`src/rtl/fmrv32im_div_pkg.sv`:
```
// fmrv32im_div_pkg: shared types and constants for the RV32M divide unit.
//   - div_state_e : FSM encoding (IDLE / EXEC / FINISH)
//   - constants for the divide-by-zero quotient, the overflow dividend and
//     the iteration count, plus a two's-complement negate helper.
package fmrv32im_div_pkg;

  typedef enum logic [1:0] {
    IDLE   = 2'd0,
    EXEC   = 2'd1,
    FINISH = 2'd2
  } div_state_e;

  localparam logic [31:0] DIV0_QUOTIENT = 32'hFFFF_FFFF;
  localparam logic [31:0] INT_MIN       = 32'h8000_0000;
  localparam logic [31:0] NEG_ONE       = 32'hFFFF_FFFF;
  localparam logic [4:0]  ITER_CNT      = 5'd31;

  // Two's-complement negate on 32 bits.
  function automatic logic [31:0] neg32(input logic [31:0] v);
    return (~v) + 32'd1;
  endfunction

endpackage

```
`src/rtl/fmrv32im_div_if.sv`:
```
// fmrv32im_div_if: execute-stage operand/result bundle shared with the
// multiplier.
//   master (pipeline): drives INST_DIV/DIVU/REM/REMU, RS1, RS2;
//                      receives WAIT, READY, RD.
//   slave  (divider) : the mirror image.
interface fmrv32im_div_if;
  logic        INST_DIV;
  logic        INST_DIVU;
  logic        INST_REM;
  logic        INST_REMU;
  logic [31:0] RS1;
  logic [31:0] RS2;
  logic        WAIT;
  logic        READY;
  logic [31:0] RD;

  modport master (
    output INST_DIV, INST_DIVU, INST_REM, INST_REMU, RS1, RS2,
    input  WAIT, READY, RD
  );

  modport slave (
    input  INST_DIV, INST_DIVU, INST_REM, INST_REMU, RS1, RS2,
    output WAIT, READY, RD
  );
endinterface

```
`src/rtl/fmrv32im_div_step.sv`:
```
// fmrv32im_div_step: one combinational restoring-division step.
//   rem_i[32:0], quo_i[31:0] : current partial remainder / quotient-dividend
//   div_i[31:0]              : divisor magnitude
//   rem_o, quo_o             : values after shifting {rem,quo} left by one and
//                              subtracting the divisor when it fits.
module fmrv32im_div_step (
  input  logic [32:0] rem_i,
  input  logic [31:0] quo_i,
  input  logic [31:0] div_i,
  output logic [32:0] rem_o,
  output logic [31:0] quo_o
);

  logic [33:0] shifted_s;
  logic [33:0] trial_s;

  // Shift in the next dividend bit and try the subtraction; bit 33 of the
  // trial is its sign.
  always_comb begin
    shifted_s = {rem_i, quo_i[31]};
    trial_s   = shifted_s - {2'b00, div_i};
    if (!trial_s[33]) begin
      rem_o = trial_s[32:0];
      quo_o = {quo_i[30:0], 1'b1};
    end else begin
      rem_o = shifted_s[32:0];
      quo_o = {quo_i[30:0], 1'b0};
    end
  end

endmodule

```
`src/rtl/fmrv32im_div.sv`:
```
// fmrv32im_div: iterative RV32M DIV/DIVU/REM/REMU unit, one quotient bit per
// clock (restoring). Ports:
//   CLK, RST_N : clock and asynchronous active-low reset
//   bus        : fmrv32im_div_if.slave (INST_*, RS1, RS2 in; WAIT, READY, RD out)
// Divide-by-zero and signed overflow bypass the iteration and finish in one
// cycle. WAIT is combinational so the pipeline stalls in the request cycle.
module fmrv32im_div
  import fmrv32im_div_pkg::*;
#(
  parameter int XLEN = 32
) (
  input  logic           CLK,
  input  logic           RST_N,
  fmrv32im_div_if.slave  bus
);

  div_state_e       state_q, state_d;
  logic [4:0]       cnt_q, cnt_d;
  logic [32:0]      rem_q, rem_d;
  logic [XLEN-1:0]  quo_q, quo_d;
  logic [XLEN-1:0]  dvs_q, dvs_d;
  logic             rem_op_q, rem_op_d;
  logic             neg_quo_q, neg_quo_d;
  logic             neg_rem_q, neg_rem_d;
  logic             ready_q, ready_d;
  logic [XLEN-1:0]  rd_q, rd_d;

  logic             start_s, op_signed_s, op_rem_s, div0_s, ovf_s, wait_s;
  logic [31:0]      a_abs_s, b_abs_s, fast_res_s, final_s;
  logic [32:0]      step_rem_s;
  logic [31:0]      step_quo_s;

  fmrv32im_div_step u_step (
    .rem_i (rem_q),
    .quo_i (quo_q),
    .div_i (dvs_q),
    .rem_o (step_rem_s),
    .quo_o (step_quo_s)
  );

  // Request decode: DIV > DIVU > REM > REMU when several are raised.
  always_comb begin
    start_s = bus.INST_DIV | bus.INST_DIVU | bus.INST_REM | bus.INST_REMU;
    if (bus.INST_DIV) begin
      op_signed_s = 1'b1;
      op_rem_s    = 1'b0;
    end else if (bus.INST_DIVU) begin
      op_signed_s = 1'b0;
      op_rem_s    = 1'b0;
    end else if (bus.INST_REM) begin
      op_signed_s = 1'b1;
      op_rem_s    = 1'b1;
    end else begin
      op_signed_s = 1'b0;
      op_rem_s    = 1'b1;
    end
    div0_s = (bus.RS2 == 32'd0);
    ovf_s  = op_signed_s && (bus.RS1 == INT_MIN) && (bus.RS2 == NEG_ONE);
    a_abs_s = (op_signed_s && bus.RS1[31]) ? neg32(bus.RS1) : bus.RS1;
    b_abs_s = (op_signed_s && bus.RS2[31]) ? neg32(bus.RS2) : bus.RS2;
    // Fast-path result; only consumed when div0_s or ovf_s is set.
    if (div0_s) begin
      fast_res_s = op_rem_s ? bus.RS1 : DIV0_QUOTIENT;
    end else begin
      fast_res_s = op_rem_s ? 32'd0 : INT_MIN;
    end
  end

  // Sign fix-up of the last step's output, used on the final EXEC cycle.
  always_comb begin
    if (rem_op_q) begin
      final_s = neg_rem_q ? neg32(step_rem_s[31:0]) : step_rem_s[31:0];
    end else begin
      final_s = neg_quo_q ? neg32(step_quo_s) : step_quo_s;
    end
  end

  // Next-state logic; FINISH accepts a new request exactly like IDLE.
  always_comb begin
    state_d   = state_q;
    cnt_d     = cnt_q;
    rem_d     = rem_q;
    quo_d     = quo_q;
    dvs_d     = dvs_q;
    rem_op_d  = rem_op_q;
    neg_quo_d = neg_quo_q;
    neg_rem_d = neg_rem_q;
    ready_d   = 1'b0;
    rd_d      = rd_q;
    case (state_q)
      IDLE, FINISH: begin
        if (start_s) begin
          rem_op_d  = op_rem_s;
          neg_quo_d = op_signed_s & (bus.RS1[31] ^ bus.RS2[31]);
          neg_rem_d = op_signed_s & bus.RS1[31];
          if (div0_s || ovf_s) begin
            state_d = FINISH;
            rd_d    = fast_res_s;
            ready_d = 1'b1;
          end else begin
            state_d = EXEC;
            quo_d   = a_abs_s;
            dvs_d   = b_abs_s;
            rem_d   = 33'd0;
            cnt_d   = ITER_CNT;
          end
        end else begin
          state_d = IDLE;
        end
      end
      EXEC: begin
        // New requests are ignored here; the pipeline is stalled by WAIT.
        rem_d = step_rem_s;
        quo_d = step_quo_s;
        if (cnt_q == 5'd0) begin
          state_d = FINISH;
          rd_d    = final_s;
          ready_d = 1'b1;
        end else begin
          cnt_d = cnt_q - 5'd1;
        end
      end
      default: begin
        state_d = IDLE;
      end
    endcase
  end

  // State, datapath and output registers.
  always_ff @(posedge CLK or negedge RST_N) begin
    if (!RST_N) begin
      state_q   <= IDLE;
      cnt_q     <= 5'd0;
      rem_q     <= 33'd0;
      quo_q     <= '0;
      dvs_q     <= '0;
      rem_op_q  <= 1'b0;
      neg_quo_q <= 1'b0;
      neg_rem_q <= 1'b0;
      ready_q   <= 1'b0;
      rd_q      <= '0;
    end else begin
      state_q   <= state_d;
      cnt_q     <= cnt_d;
      rem_q     <= rem_d;
      quo_q     <= quo_d;
      dvs_q     <= dvs_d;
      rem_op_q  <= rem_op_d;
      neg_quo_q <= neg_quo_d;
      neg_rem_q <= neg_rem_d;
      ready_q   <= ready_d;
      rd_q      <= rd_d;
    end
  end

  // Stall while busy, and in the request cycle itself.
  always_comb begin
    wait_s = (((state_q == IDLE) || (state_q == FINISH)) && start_s) ||
             (state_q == EXEC);
  end

  assign bus.WAIT  = wait_s;
  assign bus.READY = ready_q;
  assign bus.RD    = rd_q;

endmodule

```
`src/flat_wrapper.sv`:
```
// flat-port wrapper written by rule: the top's interface ports become plain ports
module fmrv32im_div_flat import fmrv32im_div_pkg::*;
#(
  parameter int XLEN = 32
)
  (CLK, RST_N, bus_INST_DIV, bus_INST_DIVU, bus_INST_REM, bus_INST_REMU, bus_RS1, bus_RS2, bus_WAIT, bus_READY, bus_RD);
  fmrv32im_div_if bus_i ();
  input  logic CLK;
  input  logic RST_N;
  input wire logic [$bits(bus_i.INST_DIV)-1:0] bus_INST_DIV;
  input wire logic [$bits(bus_i.INST_DIVU)-1:0] bus_INST_DIVU;
  input wire logic [$bits(bus_i.INST_REM)-1:0] bus_INST_REM;
  input wire logic [$bits(bus_i.INST_REMU)-1:0] bus_INST_REMU;
  input wire logic [$bits(bus_i.RS1)-1:0] bus_RS1;
  input wire logic [$bits(bus_i.RS2)-1:0] bus_RS2;
  output wire logic [$bits(bus_i.WAIT)-1:0] bus_WAIT;
  output wire logic [$bits(bus_i.READY)-1:0] bus_READY;
  output wire logic [$bits(bus_i.RD)-1:0] bus_RD;
  assign bus_i.INST_DIV = bus_INST_DIV;
  assign bus_i.INST_DIVU = bus_INST_DIVU;
  assign bus_i.INST_REM = bus_INST_REM;
  assign bus_i.INST_REMU = bus_INST_REMU;
  assign bus_i.RS1 = bus_RS1;
  assign bus_i.RS2 = bus_RS2;
  assign bus_WAIT = bus_i.WAIT;
  assign bus_READY = bus_i.READY;
  assign bus_RD = bus_i.RD;
  fmrv32im_div #(.XLEN(XLEN)) u_core (.CLK(CLK), .RST_N(RST_N), .bus(bus_i));
endmodule
```
`config.mk`:
```
export PLATFORM = sky130hd
export DESIGN_NAME = fmrv32im_div_flat
export DESIGN_NICKNAME = d
export VERILOG_FILES = /design/src/rtl/fmrv32im_div_pkg.sv /design/src/rtl/fmrv32im_div_if.sv /design/src/rtl/fmrv32im_div_step.sv /design/src/rtl/fmrv32im_div.sv /design/src/flat_wrapper.sv
export SDC_FILE = /design/constraint.sdc
export NUM_CORES = 1
export LEC_CHECK = 0
export ABC_AREA = 1
export CELL_PAD_IN_SITES_DETAIL_PLACEMENT = 1
export CELL_PAD_IN_SITES_GLOBAL_PLACEMENT = 2
export CORE_UTILIZATION = 32
export DETAILED_ROUTE_END_ITERATION = 10
export GPL_TIMING_DRIVEN = 0
export MAX_ROUTING_LAYER = met4
export PLACE_DENSITY_LB_ADDON = 0.1
export SLEW_MARGIN = 25
export SYNTH_ARGS = -nofsm -noshare
export SYNTH_HDL_FRONTEND = slang
export SYNTH_SLANG_ARGS = --single-unit
```
`constraint.sdc`:
```
create_clock -name CLK -period 4.7 [get_ports CLK]
set_clock_uncertainty 0.1 [all_clocks]
set_input_delay 0.94 -clock CLK [delete_from_list [all_inputs] [get_ports CLK]]
set_output_delay 0.94 -clock CLK [all_outputs]
set_load 0.03 [all_outputs]
```
== Yosys cells after proc, flatten, opt, wreduce, memory -nomap -nowiden ==
Cells that the tools add are included.

* Register bits: 140
* Input port bits: 70
* Output and inout bits: 34
* Word-level logic and storage cells: 91

* $add $sub $neg: 6
* Equality and inequality tests: 9
* Mux-type cells: 37
* Bitwise operators: 11
* Reduce and logical (&&, ||, !) cells: 18

{| class="wikitable"
|+ Operator list
! operator !! number
|-
| $mux W32 || 13
|-
| $add A32 B1 Y32 const B || 4
|-
| $not A32 Y32 || 4
|-
| $pmux W32 S2 || 2
|-
| $mux W33 || 3
|-
| $pmux W33 S2 || 1
|-
| $eq A32 B32 Y1 const B || 2
|-
| $sub A34 B32 Y34 || 1
|-
| $logic_not A32 Y1 || 1
|-
| $mux W5 || 3
|-
| $pmux W5 S2 || 1
|-
| $mux W1 || 9
|-
| $reduce_and A4 Y1 || 2
|-
| $mux W2 || 3
|-
| $ne A2 B1 Y1 const B || 3
|-
| $reduce_and A3 Y1 || 2
|-
| $logic_and A1 B1 Y1 || 5
|-
| $logic_not A5 Y1 || 1
|-
| $sub A5 B1 Y5 const B || 1
|-
| $ne A2 B2 Y1 const B || 2
|-
| $pmux W2 S2 || 1
|-
| $logic_or A1 B1 Y1 || 3
|-
| $or A1 B1 Y1 || 3
|-
| $and A1 B1 Y1 || 2
|-
| 9 further kinds || 9
|}

== Longest topological paths before layout ==
* Depth after elaboration: 9
* Depth in mapped cells: 33

== Modules after synthesis ==
A second synthesis with hierarchy kept.

* Cell total of the unflattened synthesis: 2417
* Area total of the unflattened synthesis: 13990.9 um2

{| class="wikitable"
|+ By module, submodules not included
! module !! times used !! cells each !! area an instance (um2) !! seq. area each (um2)
|-
| fmrv32im_div || 1 || 1665 || 10313.6 || 3503.4
|-
| fmrv32im_div_step || 1 || 752 || 3677.3 || 0.0
|}

== Worst setup path before layout ==
No wires, ideal clock.

* Path kind: register -> register
* Start point: reg u_core.rem_q[21]
* End point: reg u_core.rd_q[24] (netlist: u_core.bus.RD[24])
* Setup time: 0.117 ns
* Arrival time: 3.716 ns
* Required time: 4.483 ns
* Slack: 0.767 ns
* Stages on the path, launching flop included: 28
* Buffers on the path: 1
* Cell sequence: dfrtp_1 > ha_1 > a21oi_1 > nor2_1 > nor2_1 > nand2_1 > a21oi_4 > nand3_4 > nand2_8 > buf_4 > ha_1 > inv_1 > nor3_1 > inv_1 > nor3_1 > inv_1 > nor3_2 > nand2_1 > nor4_1 > nand3_1 > nand2_1 > o21ai_1 > o21ai_0 > a21oi_1 > nor2_1 > nand2_1 > nand2_1 > nand2_1

* Cells in the longest elaborated chain, start to end: 8
* Elaborated cells between the ends (all ways): 12
* Classes of those cells: add/sub: 3; mux: 7; bitwise: 2

{| class="wikitable"
|+ Ends and longest elaborated chain
! element !! RTL line !! text
|-
| start, declared || fmrv32im_div.sv:19 || <nowiki>logic [32:0] rem_q, rem_d;</nowiki>
|-
| start signal, assigned || fmrv32im_div.sv:145 || <nowiki>rem_q <= rem_d;</nowiki>
|-
| $sub A34 B32 Y34 || fmrv32im_div_step.sv:21 || <nowiki>trial_s = shifted_s - {2'b00, div_i};</nowiki>
|-
| $mux W1 / $mux W33 (equally long branches) || fmrv32im_div_step.sv:22 || <nowiki>if (!trial_s[33]) begin</nowiki>
|-
| $not A32 Y32 || fmrv32im_div_pkg.sv:20 || <nowiki>return (~v) + 32'd1;</nowiki>
|-
| $add A32 B1 Y32 || fmrv32im_div_pkg.sv:20 ||
|-
| $mux W32, on equally long branches || fmrv32im_div.sv:74, fmrv32im_div.sv:72 ||
|-
| $mux W32 (*) || fmrv32im_div.sv:71 || <nowiki>if (rem_op_q) begin</nowiki>
|-
| $mux W32 (*) || fmrv32im_div.sv:115 || <nowiki>if (cnt_q == 5'd0) begin</nowiki>
|-
| $pmux W32 S2 (*) || fmrv32im_div.sv:90 || <nowiki>case (state_q)</nowiki>
|-
| end signal, assigned || fmrv32im_div.sv:152 || <nowiki>rd_q <= rd_d;</nowiki>
|-
| end, declared || fmrv32im_div.sv:26 || <nowiki>logic [XLEN-1:0] rd_q, rd_d;</nowiki>
|}

Mark *: on every way between the ends. The rest lies on a longest branch, timed or not. The select of a mux whose other input is x is not followed.
A chain may end at the register's enable or synchronous reset.

== Worst setup path in the final report ==
* Start point: reg u_core.dvs_q[1]
* End point: reg u_core.rd_q[20] (netlist: u_core.bus.RD[20])

* Cells in the longest elaborated chain, start to end: 8
* Elaborated cells between the ends (all ways): 12
* Classes of those cells: add/sub: 3; mux: 7; bitwise: 2

{| class="wikitable"
|+ Ends and longest elaborated chain
! element !! RTL line !! text
|-
| start, declared || fmrv32im_div.sv:21 || <nowiki>logic [XLEN-1:0] dvs_q, dvs_d;</nowiki>
|-
| start signal, assigned || fmrv32im_div.sv:147 || <nowiki>dvs_q <= dvs_d;</nowiki>
|-
| $sub A34 B32 Y34 (*) || fmrv32im_div_step.sv:21 ||
|-
| $mux W1 / $mux W33 (equally long branches) || fmrv32im_div_step.sv:22 ||
|-
| $not A32 Y32 || fmrv32im_div_pkg.sv:20 ||
|-
| $add A32 B1 Y32 || fmrv32im_div_pkg.sv:20 ||
|-
| $mux W32, on equally long branches || fmrv32im_div.sv:74, fmrv32im_div.sv:72 ||
|-
| $mux W32 (*) || fmrv32im_div.sv:71 ||
|-
| $mux W32 (*) || fmrv32im_div.sv:115 ||
|-
| $pmux W32 S2 (*) || fmrv32im_div.sv:90 ||
|}

Marked as above.

==> results.txt <==
outcome - completed
overall global routing resource usage - 30.69%
maximum cell stage delay along the critical path - 370 ps
final WL - 60070 microns
setup repair after global routing missed its margin - true
area share of the largest cell type after synthesis - 27.81%
final net count - 2305
cts bufs inserted - 17
Most Frequent Cell on Critical Path - sky130_fd_sc_hd__nand2_1
worst rel slew slack - 34.04%
CTS sink cnt - 140
final max-slew violation count - 0
vias after detailed routing - 14495
area added between synthesis and finish - 22.32%
CP Max Fanout - 8
first-pass GRT wire length - 89680 microns
last weighted congestion value of the routability-driven placer - 0.9581
Wirelength per Cell - 22.03 microns
detailed router's first-iteration violation count - 1089
category of the critical setup timing path - reg2reg
Max Fclk - 221.0 MHz
Hold Vio Cnt, Final - 0
slowest CP cell - sky130_fd_sc_hd__dfrtp_1
pin count of the biggest net entering global routing - 83
max-capacitance violation count - 0
number of port buffers - 103
Antenna diodes - 0
sequential standard cell area - 3503 sq um
# rows - 72
total nets after synthesis - 2165
number of library cell types mapped by synthesis - 51
remaining global-route overflow - 0
clock slew at the register clock pins of the worst setup and hold paths - 70 ps
top cells by count, synth - sky130_fd_sc_hd__nand2_1 (613), sky130_fd_sc_hd__inv_1 (269), sky130_fd_sc_hd__nor2_1 (200), sky130_fd_sc_hd__nand3_1 (170), sky130_fd_sc_hd__o21ai_0 (153)
DRC violation count after routing - 0
TritonCTS clock tree - yes
ratio of cells with drive above 1 in the final layout - 9.507%
clock latency of the later-clocked register in the worst-skew pair - 460 ps
count of filler cells inserted in the layout - 5085
average instance area after synthesis - 6.127 sq um
remaining antenna violation count - 0
Clock Tree Buf Depth - 2
type of origin of the critical path - flop
required time reported for the critical path endpoint - 4940 ps
post-synthesis register bit count - 140
number of flops mapped to enable cells by yosys - 0
dominant synthesized flop cell - sky130_fd_sc_hd__dfrtp_1
Starting Density - 32.52%
Warnings, synthesis - 0
die width - 200.4 microns
DP Cell Count - 2678
area of the die - 40160 sq um
H-tree level count - 4
per-cell via count in the routed design - 5.315
share of synthesized area occupied by flip-flops and latches - 27.81%
most frequent cell after synthesis - sky130_fd_sc_hd__nand2_1
Multi-input gate area - 8082 sq um
share of flip-flops with an asynchronous set or reset - 100.0%
dominant cells by area after synthesis - sky130_fd_sc_hd__dfrtp_1 (28%), sky130_fd_sc_hd__nand2_1 (18%), sky130_fd_sc_hd__inv_1 (8.0%), sky130_fd_sc_hd__nand3_1 (6.8%), sky130_fd_sc_hd__o21ai_0 (6.1%)
Die Span Y - 200.4 microns
post-synth design cell area - 12600 sq um
post-layout min period - 4524 ps
depth of the worst register-to-register path - 30
endpoint arrival time on the critical path - 4760 ps
cell at the root of the clock tree - sky130_fd_sc_hd__clkbuf_16
Finished Layout Cells - 2727
total half-perimeter wirelength after legalization and detailed placement - 49010 microns
type of element capturing the critical path - flop
number of antenna violations at the first check in global routing - 0
Worst Tran Pin Value - 985.7 ps
path type of the worst min-delay path - in2async
IO Count - 104
post-synthesis instance total - 2056
Initial DRT Pass Iterations - 5
core region area - 38740 sq um
fin crit share - 96.26%
number of global-route vias before repair - 14123
library cell occupying the most area in the post-synthesis netlist - sky130_fd_sc_hd__dfrtp_1
total of endpoints with negative setup slack in the final report - 0
==> kinds of logic (layout without fill, tap and decap cells) <==
kind of cell	after synthesis	count (layout)	synth area share (%)
AO/OA/AOI/OAI	341	341	14.88
AND/OR/NAND/NOR	1134	1134	39.22
XOR/XNOR	47	47	3.268
flip-flops	140	140	27.81
buffers and inverters	355	508	10.89
adder cells (fa/ha/maj)	39	39	3.933
==> cell type report <==
cell class / instances / area share [%]
tap: 518 / 4.206
buffer: 67 / 1.860
clock buffer: 19 / 2.875
multi-input combinational: 1561 / 52.45
inverter: 287 / 7.032
sequential: 140 / 22.74
timing repair buffer: 122 / 7.779
clock inverter: 13 / 1.064
==> cells in the final DEF, fill, tap and decap left out, types with 8 or more instances in the layout <==
cell type                         netlist  layout
sky130_fd_sc_hd__nand2_1              613     605
sky130_fd_sc_hd__inv_1                269     260
sky130_fd_sc_hd__nor2_1               200     196
sky130_fd_sc_hd__nand3_1              170     169
sky130_fd_sc_hd__o21ai_0              153     150
sky130_fd_sc_hd__dfrtp_1              140     140
sky130_fd_sc_hd__clkdlybuf4s50_1        0     102
sky130_fd_sc_hd__a21oi_1               87      84
sky130_fd_sc_hd__clkbuf_1              46      47
sky130_fd_sc_hd__nand2_2               28      34
sky130_fd_sc_hd__o22ai_1               31      31
sky130_fd_sc_hd__nand4_1               30      30
sky130_fd_sc_hd__nor3_1                32      30
sky130_fd_sc_hd__xor2_1                29      29
sky130_fd_sc_hd__o21ai_1               24      25
sky130_fd_sc_hd__inv_2                 17      24
sky130_fd_sc_hd__xnor2_1               18      18
sky130_fd_sc_hd__buf_4                  1      18
sky130_fd_sc_hd__clkbuf_16              0      17
sky130_fd_sc_hd__ha_1                  38      16
sky130_fd_sc_hd__nor2_2                14      15
sky130_fd_sc_hd__o211ai_1              14      14
sky130_fd_sc_hd__ha_4                   0      14
sky130_fd_sc_hd__buf_1                 10      10
sky130_fd_sc_hd__or2_2                  9       9
sky130_fd_sc_hd__buf_2                  9       9
sky130_fd_sc_hd__ha_2                   0       8
==> final timing paths <==
kind	startpoint	slack (ps)	end
setup / recovery	u_core.dvs_q[1]$_DFFE_PN0P_	180	u_core.bus.RD[20]$_DFFE_PN0P_
hold / removal	RST_N	340	u_core.rem_q[0]$_DFFE_PN0P_
setup reg to reg	u_core.dvs_q[1]$_DFFE_PN0P_	180	u_core.bus.RD[20]$_DFFE_PN0P_
hold reg to reg	u_core.bus.RD[31]$_DFFE_PN0P_	380	u_core.bus.RD[31]$_DFFE_PN0P_
max in group asynchronous	RST_N	3300	u_core.quo_q[1]$_DFFE_PN0P_
min in group CLK	u_core.bus.RD[31]$_DFFE_PN0P_	380	u_core.bus.RD[31]$_DFFE_PN0P_
==> repair_timing <==
action | CTS | global route
setup endpoints to repair | 9 | 22
gates resized for setup | 19 | 58
hold buffers | 0 | 0
setup buffers | 1 | 17
pin swaps | 2 | 12
==> sequential cells by signal (all words and copies together) (netlist names) <==
name              count
u_core.bus.RD        32
u_core.bus.READY      1
u_core.cnt_q          5
u_core.dvs_q         32
u_core.neg_quo_q      1
u_core.neg_rem_q      1
u_core.quo_q         32
u_core.rem_op_q       1
u_core.rem_q         33
u_core.state_q        2
==> per-layer routing <==
| metal | GRT usage, % | up-vias | share of wire [%] |
|---|---|---|---|
| li1 | - | 6903 | - |
| met1 | 45.96 | 7169 | 52 |
| met2 | 43.85 | 372 | 42 |
| met3 | 3.474 | 51 | 4.9 |
| met4 | 6.461 | 0 | 1.5 |
| met5 | - | - | 0 |
==> critical path, delay by kind of cell (launching register included) <==
kind            cells  cell delay, ps
compound gates      2             150
fa+ha+maj           2             520
buf+inv             5             580
flops               1             370
simple gates       21            2690
==> per-stage QoR <==
stage / TNS [ps] / utilization (%) / worst slack [ps] / instance area, sq um / hold WS (ps)
6_report: 0 / 39.78 / 175.6 / 15410 / 338.8
5_1_grt: -141.4 / 39.78 / -54.67 / 15410 / 364.3
4_1_cts: 0 / 38.64 / 3.983 / 14970 / 340.6
3_5_place_dp: -22920 / 36.94 / -856.6 / 14310 / 367.6
3_3_place_gp: -540110 / 36.85 / -3766 / 14280 / 366.1
2_1_floorplan: 0 / - / 767.2 / 12600 / 351.7
Power is not shown: default switching activity piles up to over one toggle a cycle in this logic, so the estimate is an artifact.
